**config.mk**
```make
export PLATFORM = sky130hd
export DESIGN_NAME = reject_sampler_stream
export DESIGN_NICKNAME = d
export VERILOG_FILES = /design/src/rtl/reject_sampler_stream.sv
export SDC_FILE = /design/constraint.sdc
export NUM_CORES = 1
export LEC_CHECK = 0
export CAP_MARGIN = 10
export CORE_MARGIN = 5
export CORE_UTILIZATION = 46
export DETAILED_ROUTE_END_ITERATION = 10
export GPL_TIMING_DRIVEN = 0
export PLACE_DENSITY_LB_ADDON = 0.12
export SLEW_MARGIN = 20
export SYNTH_ARGS = -nofsm -noshare
export SYNTH_HDL_FRONTEND = slang
export SYNTH_SLANG_ARGS = --single-unit
```
**constraint.sdc**
```tcl
create_clock -name clk -period 8.57 [get_ports clk]
set_input_delay 0.857 -clock clk [delete_from_list [all_inputs] [get_ports clk]]
set_output_delay 0.857 -clock clk [all_outputs]
set_load 0.01 [all_outputs]
```
**src/rtl/reject_sampler_stream.sv**
```systemverilog
// rtl/reject_sampler_stream.sv - Kyber rejection sampler with in-order compaction buffer
// Filters candidate lanes against a latched threshold and streams accepted coefficients.
module reject_sampler_stream #(
  parameter int LANES     = 4,
  parameter int CAND_BITS = 12,
  parameter int OUT_LANES = 2,
  parameter int BUF_DEPTH = 8,
  parameter int TARGET    = 256,
  parameter int CNT_W     = 9
) (
  input  logic                           clk,
  input  logic                           rst_n,
  input  logic                           start,
  input  logic                           mode_select,
  input  logic [15:0]                    q,
  input  logic [15:0]                    bound,
  input  logic                           in_valid,
  output logic                           in_ready,
  input  logic [LANES*CAND_BITS-1:0]     cand_bus,
  output logic [LANES-1:0]               acc_bus,
  output logic                           out_valid,
  input  logic                           out_ready,
  output logic [OUT_LANES*CAND_BITS-1:0] out_data,
  output logic [CNT_W-1:0]               acc_count,
  output logic                           done
);

  localparam int FILL_W = $clog2(BUF_DEPTH + 1);

  localparam logic [1:0] S_IDLE  = 2'd0;
  localparam logic [1:0] S_RUN   = 2'd1;
  localparam logic [1:0] S_DRAIN = 2'd2;
  localparam logic [1:0] S_DONE  = 2'd3;

  logic [1:0]           state_q, state_d;
  logic [FILL_W-1:0]    fill_q, fill_d;
  logic [CNT_W-1:0]     cnt_q, cnt_d;
  logic [15:0]          thr_q, thr_d;
  logic [LANES-1:0]     acc_q, acc_d;
  logic                 done_q, done_d;
  logic [CAND_BITS-1:0] buf_q [BUF_DEPTH];
  logic [CAND_BITS-1:0] buf_d [BUF_DEPTH];

  logic start_ok, push, pop;

  assign start_ok  = start && (state_q == S_IDLE || state_q == S_DONE);
  assign in_ready  = (state_q == S_RUN) && (fill_q <= FILL_W'(BUF_DEPTH - LANES));
  assign out_valid = (fill_q >= FILL_W'(OUT_LANES));
  assign push      = in_valid && in_ready;
  assign pop       = out_valid && out_ready;

  assign acc_bus   = acc_q;
  assign acc_count = cnt_q;
  assign done      = done_q;

  for (genvar k = 0; k < OUT_LANES; k++) begin : g_out
    assign out_data[k*CAND_BITS +: CAND_BITS] = buf_q[k];
  end

  always_comb begin
    int base;
    int n_keep;
    int rank;
    int remaining;
    logic [LANES-1:0] keep;

    base      = int'(fill_q) - (pop ? OUT_LANES : 0);
    remaining = TARGET - int'(cnt_q);
    n_keep    = 0;
    rank      = 0;
    keep      = '0;
    state_d   = state_q;
    thr_d     = thr_q;
    done_d    = done_q;

    // Lowest-index accepted lanes win when the polynomial is nearly full.
    for (int i = 0; i < LANES; i++) begin
      if (push && (16'(cand_bus[i*CAND_BITS +: CAND_BITS]) < thr_q) && (n_keep < remaining)) begin
        keep[i] = 1'b1;
        n_keep  = n_keep + 1;
      end
    end

    for (int j = 0; j < BUF_DEPTH; j++) begin
      buf_d[j] = buf_q[j];
    end
    if (pop) begin
      for (int j = 0; j < BUF_DEPTH - OUT_LANES; j++) begin
        buf_d[j] = buf_q[j + OUT_LANES];
      end
      for (int j = BUF_DEPTH - OUT_LANES; j < BUF_DEPTH; j++) begin
        buf_d[j] = '0;
      end
    end

    // Appends land just above the post-pop fill level, packed without gaps.
    for (int i = 0; i < LANES; i++) begin
      if (keep[i]) begin
        for (int j = 0; j < BUF_DEPTH; j++) begin
          if (base + rank == j) buf_d[j] = cand_bus[i*CAND_BITS +: CAND_BITS];
        end
        rank = rank + 1;
      end
    end

    fill_d = FILL_W'(base + n_keep);
    cnt_d  = cnt_q + CNT_W'(n_keep);
    acc_d  = push ? keep : acc_q;

    case (state_q)
      S_IDLE, S_DONE: if (start_ok) state_d = S_RUN;
      S_RUN:          if (cnt_d == CNT_W'(TARGET)) state_d = S_DRAIN;
      S_DRAIN:        if (fill_q == '0) state_d = S_DONE;
      default:        state_d = S_IDLE;
    endcase

    if (state_d == S_DONE && state_q != S_DONE) done_d = 1'b1;

    if (start_ok) begin
      cnt_d  = '0;
      fill_d = '0;
      done_d = 1'b0;
      thr_d  = mode_select ? bound : q;
      for (int j = 0; j < BUF_DEPTH; j++) buf_d[j] = '0;
    end
  end

  always_ff @(posedge clk or negedge rst_n) begin
    if (!rst_n) begin
      state_q <= S_IDLE;
      fill_q  <= '0;
      cnt_q   <= '0;
      thr_q   <= '0;
      acc_q   <= '0;
      done_q  <= 1'b0;
      for (int j = 0; j < BUF_DEPTH; j++) buf_q[j] <= '0;
    end else begin
      state_q <= state_d;
      fill_q  <= fill_d;
      cnt_q   <= cnt_d;
      thr_q   <= thr_d;
      acc_q   <= acc_d;
      done_q  <= done_d;
      for (int j = 0; j < BUF_DEPTH; j++) buf_q[j] <= buf_d[j];
    end
  end

endmodule

```
; After elaboration in Yosys (flattened, before gate mapping)
; Cells that the tools add are included.
; Widths: inputs -> output; s select.
[word_totals]
regBits = 132
inputBits = 86
out_inout_bits = 40
wordCells = 151
[op_classes]
n_addsub = 12
order_cmp = 10
eq_ne = 34
muxes = 59
reduce_logical = 22
[ops]
columns = operator, n
row1 = $mux 96, 6
row2 = $eq 32x4->1 const B, 12
row3 = $mux 12, 32
row4 = $eq 32x3->1 const B, 6
row5 = $add 32x2->32 const B, 4
row6 = $logic_not 32->1, 4
row7 = $mux 32, 4
row8 = $eq 32x2->1 const B, 3
row9 = $add 5x32->32, 2
row10 = $lt 12x16->1, 4
row11 = $lt 32x10->1, 2
row12 = $eq 5x4->1 const B, 4
row13 = $mux 9, 2
row14 = $mux 16, 1
row15 = $logic_and 1x1->1, 13
row16 = $eq 5x3->1 const B, 2
row17 = $lt 1x10->1 const A, 1
row18 = $lt 2x10->1, 1
row19 = $sub 9x9->10 const A, 1
row20 = $add 9x2->9 const B, 1
row21 = $add 9x9->9, 1
row22 = $eq 9x9->1 const B, 1
row23 = $mux 1, 8
row24 = $mux 2, 4
row25 = 16 further kinds, 18

; Logic depth before layout (Yosys ltp)
[logic_depth]
depth_word = 23
depth_mapped = 33
depth_no_buf = 32

; Worst setup path before layout
; Ideal clock, no wire load.
[synth_path]
path_kind = input to register
from = in cand_bus[6]
to = reg done_q, in the netlist done
setup_ps = 122
arrival_ps = 7433
required_ps = 8448
slack_ps = 1016
stages = 29
path_buffers = 1
cell_sequence = ha_1 -> a21o_1 -> a221o_1 -> or2_2 -> a221oi_2 -> nor2_2 -> ha_1 -> nand2b_1 -> a22o_1 -> o211ai_1 -> nor2b_1 -> nand2_1 -> o21ai_0 -> ha_1 -> nor2_1 -> a21oi_1 -> a21oi_2 -> buf_4 -> mux2_2 -> ha_1 -> a21o_1 -> a21oi_1 -> nor2b_1 -> o21ai_0 -> mux2_2 -> o22ai_1 -> nand4_1 -> a31o_2 -> a32o_1
[synth_between]
elab_chain_len = 20
elab_cells_between_ends = 23
classes_between = add/sub: 4 / order compare: 4 / eq/ne: 2 / mux: 6 / reduce/logical: 7
[synth_rtl]
columns = element, line_no
row1 = start: declaration, 19  ; input logic [LANES*CAND_BITS-1:0] cand_bus,
row2 = $lt 12x16->1 *, 78  ; if (push && (16'(cand_bus[i*CAND_BITS +: CAND_BITS]) < thr_q) && (n_keep < remaining)) begin
row3 = $logic_and 1x1->1 * (2 in a row), 78
row4 = $mux 1 *, 78
row5 = "parallel branches: the longest is 2 deep, another holds $add 32x2->32", n/a
row6 = $mux 32 *, 78
row7 = $lt 32x10->1, 78
row8 = $logic_and 1x1->1, 78
row9 = $mux 32 *, 78
row10 = (+3 left out), n/a
row11 = $add 9x9->9 *, 107  ; cnt_d = cnt_q + CNT_W'(n_keep);
row12 = $eq 9x9->1 *, 112  ; S_RUN: if (cnt_d == CNT_W'(TARGET)) state_d = S_DRAIN;
row13 = $mux 2 *, 112
row14 = $pmux 2 s3 *, 110  ; case (state_q)
row15 = net state_d[0], 35  ; logic [1:0] state_q, state_d;
row16 = $eq 2x2->1 *, 117  ; if (state_d == S_DONE && state_q != S_DONE) done_d = 1'b1;
row17 = $logic_and 1x1->1 *, 117
row18 = $reduce_bool 2->1 (no source line) *, n/a
row19 = end signal: assignment, 143  ; done_q <= done_d;
row20 = end: declaration, 40  ; logic done_q, done_d;
; Mark *: on every way through the listed nets, which the timed path passes.
; A chain may end at the register's enable or synchronous reset.

; Final worst setup path
[layout_path]
from = in cand_bus[4]
to = reg done_q, in the netlist done
; The elaborated chain is that of the path after synthesis.

==> metrics.cfg <==
[clocking]
h-tree-depth = 4
clk_pin_slew_worst_paths_ns = 0.06
cts.sinks = 132
cts_inserted_buffers = 17
clk_path_buf_depth = 2
clock_latency_ns = 0.44
cts_tree = yes
cts_root_buf = clkbuf_16

[detailed_routing]
postRouteAntennaNets = 0
first_iter_violations = 1035
routed_via_density = 6.09
wl_um = 41900
wl_per_cell_um = 22.4
drc = 0
vias = 11400
drtPass1Iterations = 6

[floorplanning]
placementRows = 59
io_pins = 126
die_w_um = 171
start_util_pct = 46.2
core-area_um2 = 25800
die_h_um = 171
die_area_um2 = 29300

[global_routing]
busiest_layer = met2
grt_start_max_net_pins = 86
met3_usage_pct = 5.68
grt_use_met2_pct = 47.0
first_global_vias = 11300
antenna_found_initial = 0
grt_usage_pct = 28.7
grt_first_pass_wirelength_um = 65500
use_met1_pct = 38.5
gr-total-overflow = 0

[power]
leakage_nw = 6.95
ir_drop_v = 0.000142
clkPwrFrac_pct = 16.9
p_int_mw = 2.29
p_total_mw = 4.20
power_density_nw_per_um2 = 293
power_switching_mw = 1.91
swShare_pct = 45.5
pwr-share-seq_pct = 23.9
power_frac_comb_pct = 59.1

[synth]
synth_edf_count = 0
syn_avg_cell_area_um2 = 8.80
synth_top_family_by_area = compound AO/OA/AOI/OAI gates
synth-async-reset-ratio_pct = 100
syn-cell-area_um2 = 11900
synth_compound_area_share_pct = 24.9
synth_flop_cell = dfrtp_1
syn_inst = 1358
yosysSeqAreaShare_pct = 27.6
ys_warn_count = 0
synth_simple_gate_area_share_pct = 16.6
synth-adder-area-share_pct = 8.99
synthXorXnorAreaFrac_pct = 1.46
synth_mux_area_share_pct = 13.2
ys_ff_latch = 132
synth_cell_types = 79

[timing]
maxSlewViolCount = 0
tightest_slew_ns = 1.18
finalSetupViolations = 0
hold_viol = 0
worst_slack_ns = 0.206
max_slew_margin_pct = 20.4
fin_crit_sh_pct = 97.6
fmax_mhz = 120
period_needed_ns = 8.36
fin_worst_skew_ns = 0.0130

[finish]
area_delta_synth_final_pct = 19.7
post_route_cells_drive_above_1_share_pct = 12.0
nets = 1690
n_antenna_cell = 0
finalInstanceArea_um2 = 14300

[min_path]
hp-class = primary input to async pin

[critical_path]
required_ns = 8.89
endpoint_kind = flip-flop
critical_path_class = primary input to flip-flop
crit_path_frequent_cell = ha_1
slowest_delay_ns = 0.68
crit_slowest_cell = clkdlybuf4s50_1
crit_fanout = 10
worstPathArrival_ns = 8.68
crit_path_start_kind = primary input

[run]
max-cap-violations = 0

[placement]
placedInstanceArea_um2 = 13700
gp_congestion = 0.938
post-place-ws_ns = -1.34
port_buffers = 122
place_hpwl_um = 34000

[status]
outcome = completed

power groups by stage:
stage / Sequential (mW) / Combinational, mW / Clock, mW
final: 1.00 / 2.48 / 0.711
after CTS: 1.00 / 2.44 / 0.710
after global routing: 1.03 / 2.72 / 0.737
after global placement: 1.01 / 2.37 / 0
after floorplan: 0.960 / 1.72 / 0
after detailed placement: 1.01 / 2.42 / 0
worst max-delay path, delay by kind of cell:
kind,cells,cell delay (ns)
AO/OA/AOI/OAI,13,2.95
AND/OR/NAND/NOR,9,1.60
adder cells (fa/ha/maj),4,1.34
buffers and inverters,3,1.12
multiplexers,2,0.79
layout make-up:
type                       count  area (um^2)
buffer                       133          696
multi-input combinational   1068         7920
clock buffer                  19          443
fill                        2420        11500
clock inverter                13          100
inverter                      44          165
sequential                   132         3300
timing repair buffer         124         1250
tap                          335          419
layout by cell type (no fill, tap or decap), drive strengths merged, types with 13 or more instances in the layout:
| master | synthesis | layout |
|---|---|---|
| a21o | 34 | 34 |
| a21oi | 48 | 48 |
| a221o | 17 | 17 |
| a22o | 56 | 56 |
| a31oi | 15 | 15 |
| and2 | 26 | 26 |
| buf | 86 | 88 |
| clkbuf | 47 | 67 |
| clkdlybuf4s50 | 0 | 116 |
| conb | 2 | 21 |
| dfrtp | 132 | 132 |
| ha | 81 | 81 |
| inv | 44 | 48 |
| mux2 | 35 | 35 |
| mux2i | 118 | 118 |
| nand2 | 138 | 138 |
| nand2b | 14 | 14 |
| nand3 | 37 | 37 |
| nand4 | 16 | 16 |
| nor2 | 83 | 83 |
| nor3 | 15 | 15 |
| nor4 | 17 | 17 |
| o211a | 15 | 15 |
| o211ai | 19 | 19 |
| o21a | 16 | 16 |
| o21ai | 70 | 70 |
| o2bb2ai | 43 | 43 |
| xnor2 | 13 | 13 |
metal layers:
metal	routed length, um	share of wire, %
met2	19200	46
met1	18000	43
met3	3560	8.5
met5	0	0
met4	1070	2.6
logic make-up after synthesis:
kind of cell | after synthesis
fa+ha+maj | 84
buf+inv | 177
mux | 153
flops | 132
xor+xnor | 19
other cells | 2
compound gates | 399
simple gates | 392
cells in the mapped netlist, drive strengths merged (3+ instances only):
| cell | n | area share (%) |
|---|---|---|
| nand2 | 138 | 4.4 |
| dfrtp | 132 | 28 |
| mux2i | 118 | 9.9 |
| buf | 86 | 4.3 |
| nor2 | 83 | 2.7 |
| ha | 81 | 8.5 |
| o21ai | 70 | 3.1 |
| a22o | 56 | 4.1 |
| a21oi | 48 | 2.1 |
| clkbuf | 47 | 1.5 |
| inv | 44 | 1.4 |
| o2bb2ai | 43 | 3.2 |
| nand3 | 37 | 1.6 |
| mux2 | 35 | 3.3 |
| a21o | 34 | 2.1 |
| and2 | 26 | 1.4 |
| o211ai | 19 | 1.2 |
| a221o | 17 | 1.4 |
| nor4 | 17 | 1.2 |
| nand4 | 16 | 0.94 |
| o21a | 16 | 1.0 |
| a31oi | 15 | 0.79 |
| nor3 | 15 | 0.71 |
| o211a | 15 | 1.3 |
| nand2b | 14 | 0.80 |
| xnor2 | 13 | 0.95 |
| a22oi | 12 | 0.75 |
| and3 | 12 | 0.63 |
| a211o | 11 | 0.81 |
| a211oi | 11 | 0.69 |
| nor2b | 11 | 0.58 |
| o2111ai | 6 | 0.49 |
| o31a | 6 | 0.44 |
| xor2 | 6 | 0.50 |
| or4 | 5 | 0.38 |
| a41oi | 4 | 0.29 |
| o22ai | 4 | 0.21 |
| a221oi | 3 | 0.27 |
| a41o | 3 | 0.25 |
| fa | 3 | 0.50 |
| nor4b | 3 | 0.38 |
| or3 | 3 | 0.16 |
path summary, 6_finish.rpt:
check	from	endpoint	slack (ns)	cells after the start
min in group clk	thr_q[1]	thr_q[1]	0.48	2
setup / recovery	cand_bus[4]	done	0.21	31
max in group asynchronous	rst_n	buf_q[13]	7.46	2
hold / removal	rst_n	acc_bus[1]	0.33	1
hold reg to reg	thr_q[1]	thr_q[1]	0.48	2
setup reg to reg	fill_q[0]	done	0.64	31
sequential cells by signal (all words and copies together) (netlist names):
signal and cells:
state_q 2, out_data 24, acc_bus 4, buf_q 72, fill_q 4, acc_count 9, done 1, thr_q 16
metrics by stage:
stage | setup TNS [ns] | instances | util (%) | hold WS (ns)
global route | -0.0187 | 1868 | 55.4 | 0.354
detailed placement | -21.81 | 1835 | 53.1 | 0.467
global placement | -12.90 | 1834 | 52.9 | 0.462
finish | 0 | 1868 | 55.4 | 0.329
CTS | 0 | 1867 | 55.2 | 0.344
floorplan | 0 | 1377 | - | 0.450
what timing repair did:
action,4_1_cts,5_1_grt
hold buffers,0,0
resized for setup,10,6
setup endpoints to repair,3,3
hold endpoints to repair,0,0
setup buffers,0,1
gates cloned,0,0
pin swaps,0,1
No activity file was read; power rests on OpenSTA's default activity.
